<file path="src/rtl/mem_arbiter.sv">
// Arbitrates a read engine and a write engine onto one Avalon-MM master port,
// tracking outstanding pipelined reads and returning their data in order.
module mem_arbiter #(
    parameter int ADDR_W          = 32,
    parameter int DATA_W          = 32,
    parameter int MAX_OUTSTANDING = 4
) (
    input  logic              clk,
    input  logic              n_rst,
    input  logic              rd_req,
    input  logic [ADDR_W-1:0] rd_addr,
    output logic              rd_grant,
    output logic [DATA_W-1:0] rd_data,
    output logic              rd_data_valid,
    input  logic              wr_req,
    input  logic [ADDR_W-1:0] wr_addr,
    input  logic [DATA_W-1:0] wr_data,
    output logic              wr_grant,
    output logic [ADDR_W-1:0] master_address,
    output logic              master_read,
    output logic              master_write,
    output logic [DATA_W-1:0] master_writedata,
    input  logic              master_waitrequest,
    input  logic [DATA_W-1:0] master_readdata,
    input  logic              master_readdatavalid,
    output logic              busy,
    output logic              err,
    output logic [1:0]        dbg_state
);

    // Handshakes: a requester holds req (and its address/data) until the
    // matching one-cycle grant; a master command is accepted on the rising
    // edge where it is high and master_waitrequest is low.

    typedef enum logic [1:0] {
        IDLE   = 2'd0,
        RD_CMD = 2'd1,
        WR_CMD = 2'd2
    } state_t;

    localparam logic [3:0] MAX_OUT = 4'(MAX_OUTSTANDING);

    state_t            state, state_nxt;
    logic [3:0]        outstanding, outstanding_nxt;
    logic              last_wr, last_wr_nxt;
    logic              err_nxt;
    logic [ADDR_W-1:0] addr_nxt;
    logic [DATA_W-1:0] wdata_nxt;
    logic              read_nxt, write_nxt;
    logic              rd_grant_nxt, wr_grant_nxt;
    logic              rd_elig, wr_elig, rd_accept;

    // A requester whose grant is pulsing still holds req this cycle; ignore it
    // so the same request is not issued twice.
    assign rd_elig   = rd_req && !rd_grant && (outstanding < MAX_OUT);
    assign wr_elig   = wr_req && !wr_grant;
    assign rd_accept = (state == RD_CMD) && !master_waitrequest;

    assign busy      = (state != IDLE) || (outstanding != 4'd0);
    assign dbg_state = state;

    always_comb begin
        state_nxt    = state;
        addr_nxt     = master_address;
        wdata_nxt    = master_writedata;
        read_nxt     = master_read;
        write_nxt    = master_write;
        rd_grant_nxt = 1'b0;
        wr_grant_nxt = 1'b0;
        last_wr_nxt  = last_wr;
        case (state)
            IDLE: begin
                // last_wr is clear after reset, so a tie goes to the write first.
                if (rd_elig && (!wr_elig || last_wr)) begin
                    state_nxt = RD_CMD;
                    read_nxt  = 1'b1;
                    addr_nxt  = rd_addr;
                    wdata_nxt = '0;
                end else if (wr_elig) begin
                    state_nxt = WR_CMD;
                    write_nxt = 1'b1;
                    addr_nxt  = wr_addr;
                    wdata_nxt = wr_data;
                end
            end
            RD_CMD: begin
                if (!master_waitrequest) begin
                    state_nxt    = IDLE;
                    read_nxt     = 1'b0;
                    addr_nxt     = '0;
                    wdata_nxt    = '0;
                    rd_grant_nxt = 1'b1;
                    last_wr_nxt  = 1'b0;
                end
            end
            WR_CMD: begin
                if (!master_waitrequest) begin
                    state_nxt    = IDLE;
                    write_nxt    = 1'b0;
                    addr_nxt     = '0;
                    wdata_nxt    = '0;
                    wr_grant_nxt = 1'b1;
                    last_wr_nxt  = 1'b1;
                end
            end
            default: begin
                state_nxt = IDLE;
                read_nxt  = 1'b0;
                write_nxt = 1'b0;
                addr_nxt  = '0;
                wdata_nxt = '0;
            end
        endcase
    end

    always_comb begin
        outstanding_nxt = outstanding;
        err_nxt         = err;
        if (rd_accept && !master_readdatavalid) begin
            outstanding_nxt = outstanding + 4'd1;
        end else if (!rd_accept && master_readdatavalid && (outstanding != 4'd0)) begin
            outstanding_nxt = outstanding - 4'd1;
        end
        // A response nobody is waiting for is a sticky protocol error.
        if (master_readdatavalid && (outstanding == 4'd0)) begin
            err_nxt = 1'b1;
        end
    end

    always_ff @(posedge clk or negedge n_rst) begin
        if (!n_rst) begin
            state            <= IDLE;
            outstanding      <= 4'd0;
            last_wr          <= 1'b0;
            err              <= 1'b0;
            master_address   <= '0;
            master_writedata <= '0;
            master_read      <= 1'b0;
            master_write     <= 1'b0;
            rd_grant         <= 1'b0;
            wr_grant         <= 1'b0;
            rd_data          <= '0;
            rd_data_valid    <= 1'b0;
        end else begin
            state            <= state_nxt;
            outstanding      <= outstanding_nxt;
            last_wr          <= last_wr_nxt;
            err              <= err_nxt;
            master_address   <= addr_nxt;
            master_writedata <= wdata_nxt;
            master_read      <= read_nxt;
            master_write     <= write_nxt;
            rd_grant         <= rd_grant_nxt;
            wr_grant         <= wr_grant_nxt;
            rd_data_valid    <= master_readdatavalid;
            if (master_readdatavalid) begin
                rd_data <= master_readdata;
            end
        end
    end

endmodule
</file>
<file path="config.mk">
export PLATFORM = sky130hd
export DESIGN_NAME = mem_arbiter
export DESIGN_NICKNAME = d
export VERILOG_FILES = /design/src/rtl/mem_arbiter.sv
export SDC_FILE = /design/constraint.sdc
export NUM_CORES = 1
export LEC_CHECK = 0
export ABC_AREA = 1
export ABC_CLOCK_PERIOD_IN_PS = 4300
export BUFFER_PORTS_ARGS = -buffer_cell sky130_fd_sc_hd__buf_2
export CAP_MARGIN = 0
export CORE_MARGIN = 4
export CORE_UTILIZATION = 45
export DETAILED_ROUTE_END_ITERATION = 7
export PLACE_DENSITY_LB_ADDON = 0.2
export SYNTH_ARGS = -nofsm -noshare
export SYNTH_HDL_FRONTEND = slang
export SYNTH_SLANG_ARGS = --single-unit
</file>
<file path="constraint.sdc">
create_clock -name clk -period 4.3 [get_ports clk]
set_input_delay 0.86 -clock clk [delete_from_list [all_inputs] [get_ports clk]]
set_output_delay 0.86 -clock clk [all_outputs]
set_load 0.01 [all_outputs]
</file>
==> reports/results.ini, run 1 <==
[clock_tree]
cts_tree = yes
cts_sinks = 109
post_cts_resized = 0
cts_setup_buffers = 0
cts_buffers = 9
ctsRootBufferMaster = clkbuf_16
clk_latency_ns = 0.33
clk_pin_slew_ns = 0.07
cts_hold_buf = 0
h-tree-depth = 3
cts_buffer_depth = 2

[critical_path]
cp.required_ns = 3.44
startpoint_type = flop
crit_path_max_fanout = 67
r2r_start = dbg_state[1]
reg2reg_to = master_address[24]
cp_data_arrival_time_ns = 2.06
r2r_setup_slack_ns = 1.99
crit_path_end_kind = primary output
worstRegToRegCells = 9
path_class = reg -> out

[floorplan]
core_um2 = 10900
rows = 38
initial_core_util = 0.462
die_height_um = 114
ios = 239
die-area_um2 = 13000
die-width_um = 114

[place]
place_congestion = 0.845
portBuffers = 238
dp_hpwl_mm = 9.68

[final_layout]
syn_to_final_growth_pct = 29.8
post-route-util = 0.600
drive_above_1_share = 0.338
antennaDiodeCount = 0
multi_input_comb_area_um2 = 1990
seq_area_um2 = 2730
n_fill_cell = 994
nNetsFinal = 972

[global_routing]
grt_usage = 0.211
antenna_found_initial = 0
grt_pass1_vias = 4643
grt_max_degree = 69
overflow = 0
grt_pass1_wl_mm = 22.3

[sta]
drv_slew = 0
setup_viol = 0
tightest_slew_ns = 1.27
relSlewSlack = 0.154
rsz0062_at_grt = false
setup_tns_ns = 0
clock-skew-final_ns = 0.00564
fin_crit_ns = 2.92
hold_violations = 0
clock.fmax_mhz = 342
fin_crit_sh = 0.679

[synth]
synth_area_um2 = 5050
synth.most_common_cell = nand2_1
yosysWarnings = 0
syn_inst = 617
synthTopCellsByArea = dfrtp_1, nand2_1, nand3_1, o21ai_1, buf_6
async_flop_share = 1.00
ys_seq_elements = 109
avgSynthCellArea_um2 = 8.19
ys_types = 30
synth_commonest_cells = nand2_1, dfrtp_1, nand3_1
syn_nets = 757
synth_edf_count = 0
synth_top_area_cell = dfrtp_1
seq_area_frac_synth = 0.540
synthFlopType = dfrtp_1
synth_top_area_share = 0.540

[drt]
drt-pass1-iter-count = 6
wl_per_cell_um = 14.3
via_per_inst = 4.96
drt_iter0_markers = 500
vias = 4846
antenna_left = 0
routed_wirelength_mm = 14.0
remaining_drc_errors = 0

[power_and_ir_drop]
ir_worst_vdd_mv = 0.456
power_density_nw_per_um2 = 662
power_uw = 4340
p_leak_uw = 0.00383

[flow_run]
maxCapViolations = 0

[worst_hold_path]
hold_depth = 2
hold_path.class = reg -> reg
min_to = err
hold_start = err

[outcome]
status = finished, final reports clean

==> cells in the final DEF, fill, tap and decap left out, types with 2 or more instances in the layout <==
cell and count:
a21oi_1 2, a22oi_1 2, buf_2 237, buf_4 8, bufinv_16 2, clkbuf_16 9, clkbuf_8 2, clkinv_2 2
dfrtp_1 109, ha_1 4, inv_1 18, inv_2 4, nand2_1 269, nand2_2 12, nand3_1 98, nand4_1 3
nor2_1 7, nor2_4 2, o21ai_0 3, o21ai_1 33
==> registers in the layout (all words and copies together) (netlist names), 2 cells and up <==
name and flops:
dbg_state 2, rd_data 32, outstanding 4, master_writedata 32
master_address 32
==> cell families after synthesis <==
kind of cell,count (synthesis),synth area share
AOI/OAI and AO/OA,42,0.0436
xor gates and xnor gates,2,0.00347
adders and majority gates,6,0.0163
buffers and inverters,64,0.0663
DFF,109,0.540
and+or+nand+nor,394,0.331
==> routing by layer <==
| metal | GRT usage | share of wire | vias up |
|---|---|---|---|
| met4 | 0.0618 | 0.012 | 0 |
| met3 | 0.0573 | 0.086 | 14 |
| met2 | 0.331 | 0.47 | 199 |
| met1 | 0.290 | 0.43 | 2246 |
| li1 | - | - | 2387 |
| met5 | 0 | 0 | - |
==> final cells by class <==
class / count / share of cell area
clock buffers: 12 / 0.0391
clock inverters: 4 / 0.0107
inverters: 23 / 0.0135
multi-input cells: 444 / 0.304
flip-flops and latches: 109 / 0.416
well taps: 140 / 0.0267
repair buffers: 245 / 0.190
==> where the power goes <==
group	switching, uW	internal (uW)	total (uW)
Clock	354	541	895
Sequential	171	1330	1500
Combinational	1300	647	1940
==> worst max path at each step <==
stage | end | depth (start not counted) | startpoint | slack (ns)
after floorplan | busy | 6 | dbg_state[0] | 2.04
after global placement | master_address[1] | 8 | wr_req | 1.51
after detailed placement | master_address[21] | 8 | wr_req | 1.48
after CTS | busy | 5 | dbg_state[0] | 1.41
after global routing | busy | 5 | dbg_state[0] | 1.20
final | busy | 5 | dbg_state[1] | 1.38
==> worst max-delay path, cell delays in order, from the launching register on <==
cell and delay [ns]:
dfrtp_1 0.42, inv_1 0.10, ha_2 0.19, buf_4 0.56, nand4_1 0.19, buf_2 0.19
==> metrics by stage <==
step | hold WS [ns] | setup slack [ns] | instances | cell area, um^2
2_1_floorplan | 0.501 | 2.04 | 617 | 5050
3_3_place_gp | 0.446 | 1.51 | 961 | 6230
3_5_place_dp | 0.446 | 1.48 | 961 | 6230
4_1_cts | 0.470 | 1.41 | 977 | 6560
5_1_grt | 0.492 | 1.20 | 977 | 6560
6_report | 0.462 | 1.38 | 977 | 6560
Note: power is estimated with default switching activity, not from simulation.
==> run 2, diff against run 1 <==
--- a/config.mk
+++ b/config.mk
@@ -6,11 +6,11 @@
 export NUM_CORES = 1
 export LEC_CHECK = 0
 export ABC_AREA = 1
-export ABC_CLOCK_PERIOD_IN_PS = 4300
+export ABC_CLOCK_PERIOD_IN_PS = 2470
 export BUFFER_PORTS_ARGS = -buffer_cell sky130_fd_sc_hd__buf_2
 export CAP_MARGIN = 0
 export CORE_MARGIN = 4
-export CORE_UTILIZATION = 45
+export CORE_UTILIZATION = 42
 export DETAILED_ROUTE_END_ITERATION = 7
 export PLACE_DENSITY_LB_ADDON = 0.2
 export SYNTH_ARGS = -nofsm -noshare
==> constraint.sdc (replaced) <==
create_clock -name clk -period 2.47 [get_ports clk]
set_input_delay 0.494 -clock clk [delete_from_list [all_inputs] [get_ports clk]]
set_output_delay 0.494 -clock clk [all_outputs]
set_load 0.01 [all_outputs]
==> run 2 against run 1 <==
  * Wire length is 3.7% lower
  * Sequential cell count stayed put
  * Sequential share of layout area shrank 0.62 points
  * Worst hold slack got worse by 0.32 ns
  * Final cell count grew 0.72%
  * Final area is 1.5% higher
  * Critical endpoint is now outstanding[3]
  * Global-route usage is 1.5 points lower
  * Critical path type is now reg -> reg
  * Setup slack got worse by 0.91 ns
  * Clock power increased by 82%
  * Via count shrank 1.7%
  * Combinational power increased by 78%
==> reports/results.ini, run 2 (synthesized netlist as in run 1, its figures left out) <==
[clock_tree]
ctsRootBufferMaster = clkbuf_16
cts_buffers = 9
h-tree-depth = 3
cts_buffer_depth = 2
clk_pin_slew_ns = 0.07
cts_hold_buf = 0
cts_tree = yes
post_cts_resized = 0
cts_sinks = 109
cts_setup_buffers = 0
clk_latency_ns = 0.34

[global_routing]
top_usage_layer = met2
grt.met2_usage = 0.331
grt_max_degree = 53
grt_pass1_vias = 4708
overflow = 0
grt_pass1_wl_mm = 22.3
grt_usage = 0.196
use_met3 = 0.0586
antenna_found_initial = 0
use_met1 = 0.230

[final_layout]
final_area_um2 = 6660
top_regs = master_address x32, master_writedata x32, rd_data x32
drive_above_1_share = 0.340
fin_cells = 984
layout_commonest_cell = nand2_1
syn_to_final_growth_pct = 31.7
nNetsFinal = 976
layout_common_cells = nand2_1, buf_2, dfrtp_1
post-route-util = 0.573
antennaDiodeCount = 0

[critical_path]
cp.required_ns = 2.71
crit_path_end_kind = flop
path_class = reg -> reg
startpoint_type = flop
cp_data_arrival_time_ns = 2.24
crit_path_max_fanout = 5

[floorplan]
ios = 239
die_height_um = 118
initial_core_util = 0.435
rows = 39
die-area_um2 = 13900
core_um2 = 11600
die-width_um = 118

[sta]
hold_violations = 0
drv_slew = 0
tightest_slew_ns = 0.592
clock.fmax_mhz = 501
setup_viol = 0
setup_tns_ns = 0
fin_crit_ns = 2.00
fin_crit_sh = 0.809
clock-skew-final_ns = 0.00509
rsz0062_at_grt = false
relSlewSlack = 0.605

[flow_run]
maxCapViolations = 0

[power_and_ir_drop]
power_density_nw_per_um2 = 1160
power_uw = 7700
switchingPower_uw = 3160
switching_share = 0.410
p_int_uw = 4550
p_seq_frac = 0.338
ir_worst_vdd_mv = 0.531
clkPwrFrac = 0.212
comb_power_share = 0.450
p_leak_uw = 0.00387

[worst_hold_path]
hold_path.class = in -> async

[outcome]
status = finished, final reports clean

[drt]
drt_iter0_markers = 261
antenna_left = 0
routed_wirelength_mm = 13.4
via_per_inst = 4.84
vias = 4765
drt-pass1-iter-count = 4
remaining_drc_errors = 0
wl_per_cell_um = 13.7

[place]
dp_cells = 968
portBuffers = 238
dp_hpwl_mm = 9.97
place_area_um2 = 6320
place_congestion = 0.797

[run 2: cell type report]
class	instances	area [um^2]
clock inverters	4	95.1
clock buffers	12	246
fillers	1083	4960
well taps	143	179
repair buffers	249	1330
flip-flops and latches	109	2730
inverters	23	88.8
multi-input cells	444	1990
[run 2: routing by layer]
| metal | share of wire | routed length [um] | up-vias |
|---|---|---|---|
| li1 | - | - | 2397 |
| met1 | 0.40 | 5340 | 2153 |
| met2 | 0.48 | 6520 | 191 |
| met3 | 0.093 | 1250 | 24 |
| met4 | 0.025 | 342 | 0 |
| met5 | 0 | 0 | - |
[run 2: final timing paths]
path / startpoint / end / slack (ns) / cells past startpoint
worst max-delay path: dbg_state[1] / outstanding[3] / 0.47 / 12
worst min-delay path: n_rst / master_address[10] / 0.14 / 1
worst max register to register: dbg_state[1] / outstanding[3] / 0.47 / 12
worst min register to register: rd_data[8] / rd_data[8] / 0.47 / 2
max in group asynchronous: n_rst / master_writedata[31] / 1.71 / 2
min in group clk: master_readdata[29] / rd_data[29] / 0.35 / 3
[run 2: metrics by stage]
stage                     hold slack [ns]  setup WS, ns
after global routing                0.179         0.219
after global placement              0.446         0.529
final                               0.141         0.472
after floorplan                     0.198         0.574
after detailed placement            0.449         0.468
after CTS                           0.160         0.458
[run 2: worst max-delay path, stage by stage (launching register included)]
cell     delay (ns)
dfrtp_1        0.40
inv_1          0.09
ha_1           0.19
nand2_1        0.08
inv_1          0.08
nand2_1        0.14
ha_1           0.36
nand2_1        0.10
nand2_1        0.06
o21ai_0        0.21
nand2_1        0.08
nand2_1        0.06
nand2_1        0.04
[run 2: power groups by stage]
| stage | combinational, uW | sequential (uW) | clock (uW) |
|---|---|---|---|
| after global routing | 3910 | 2670 | 1780 |
| after detailed placement | 3510 | 2640 | 0 |
| final | 3460 | 2600 | 1630 |
| after global placement | 3430 | 2620 | 0 |
| after floorplan | 2260 | 2850 | 0 |
| after CTS | 3520 | 2610 | 1690 |
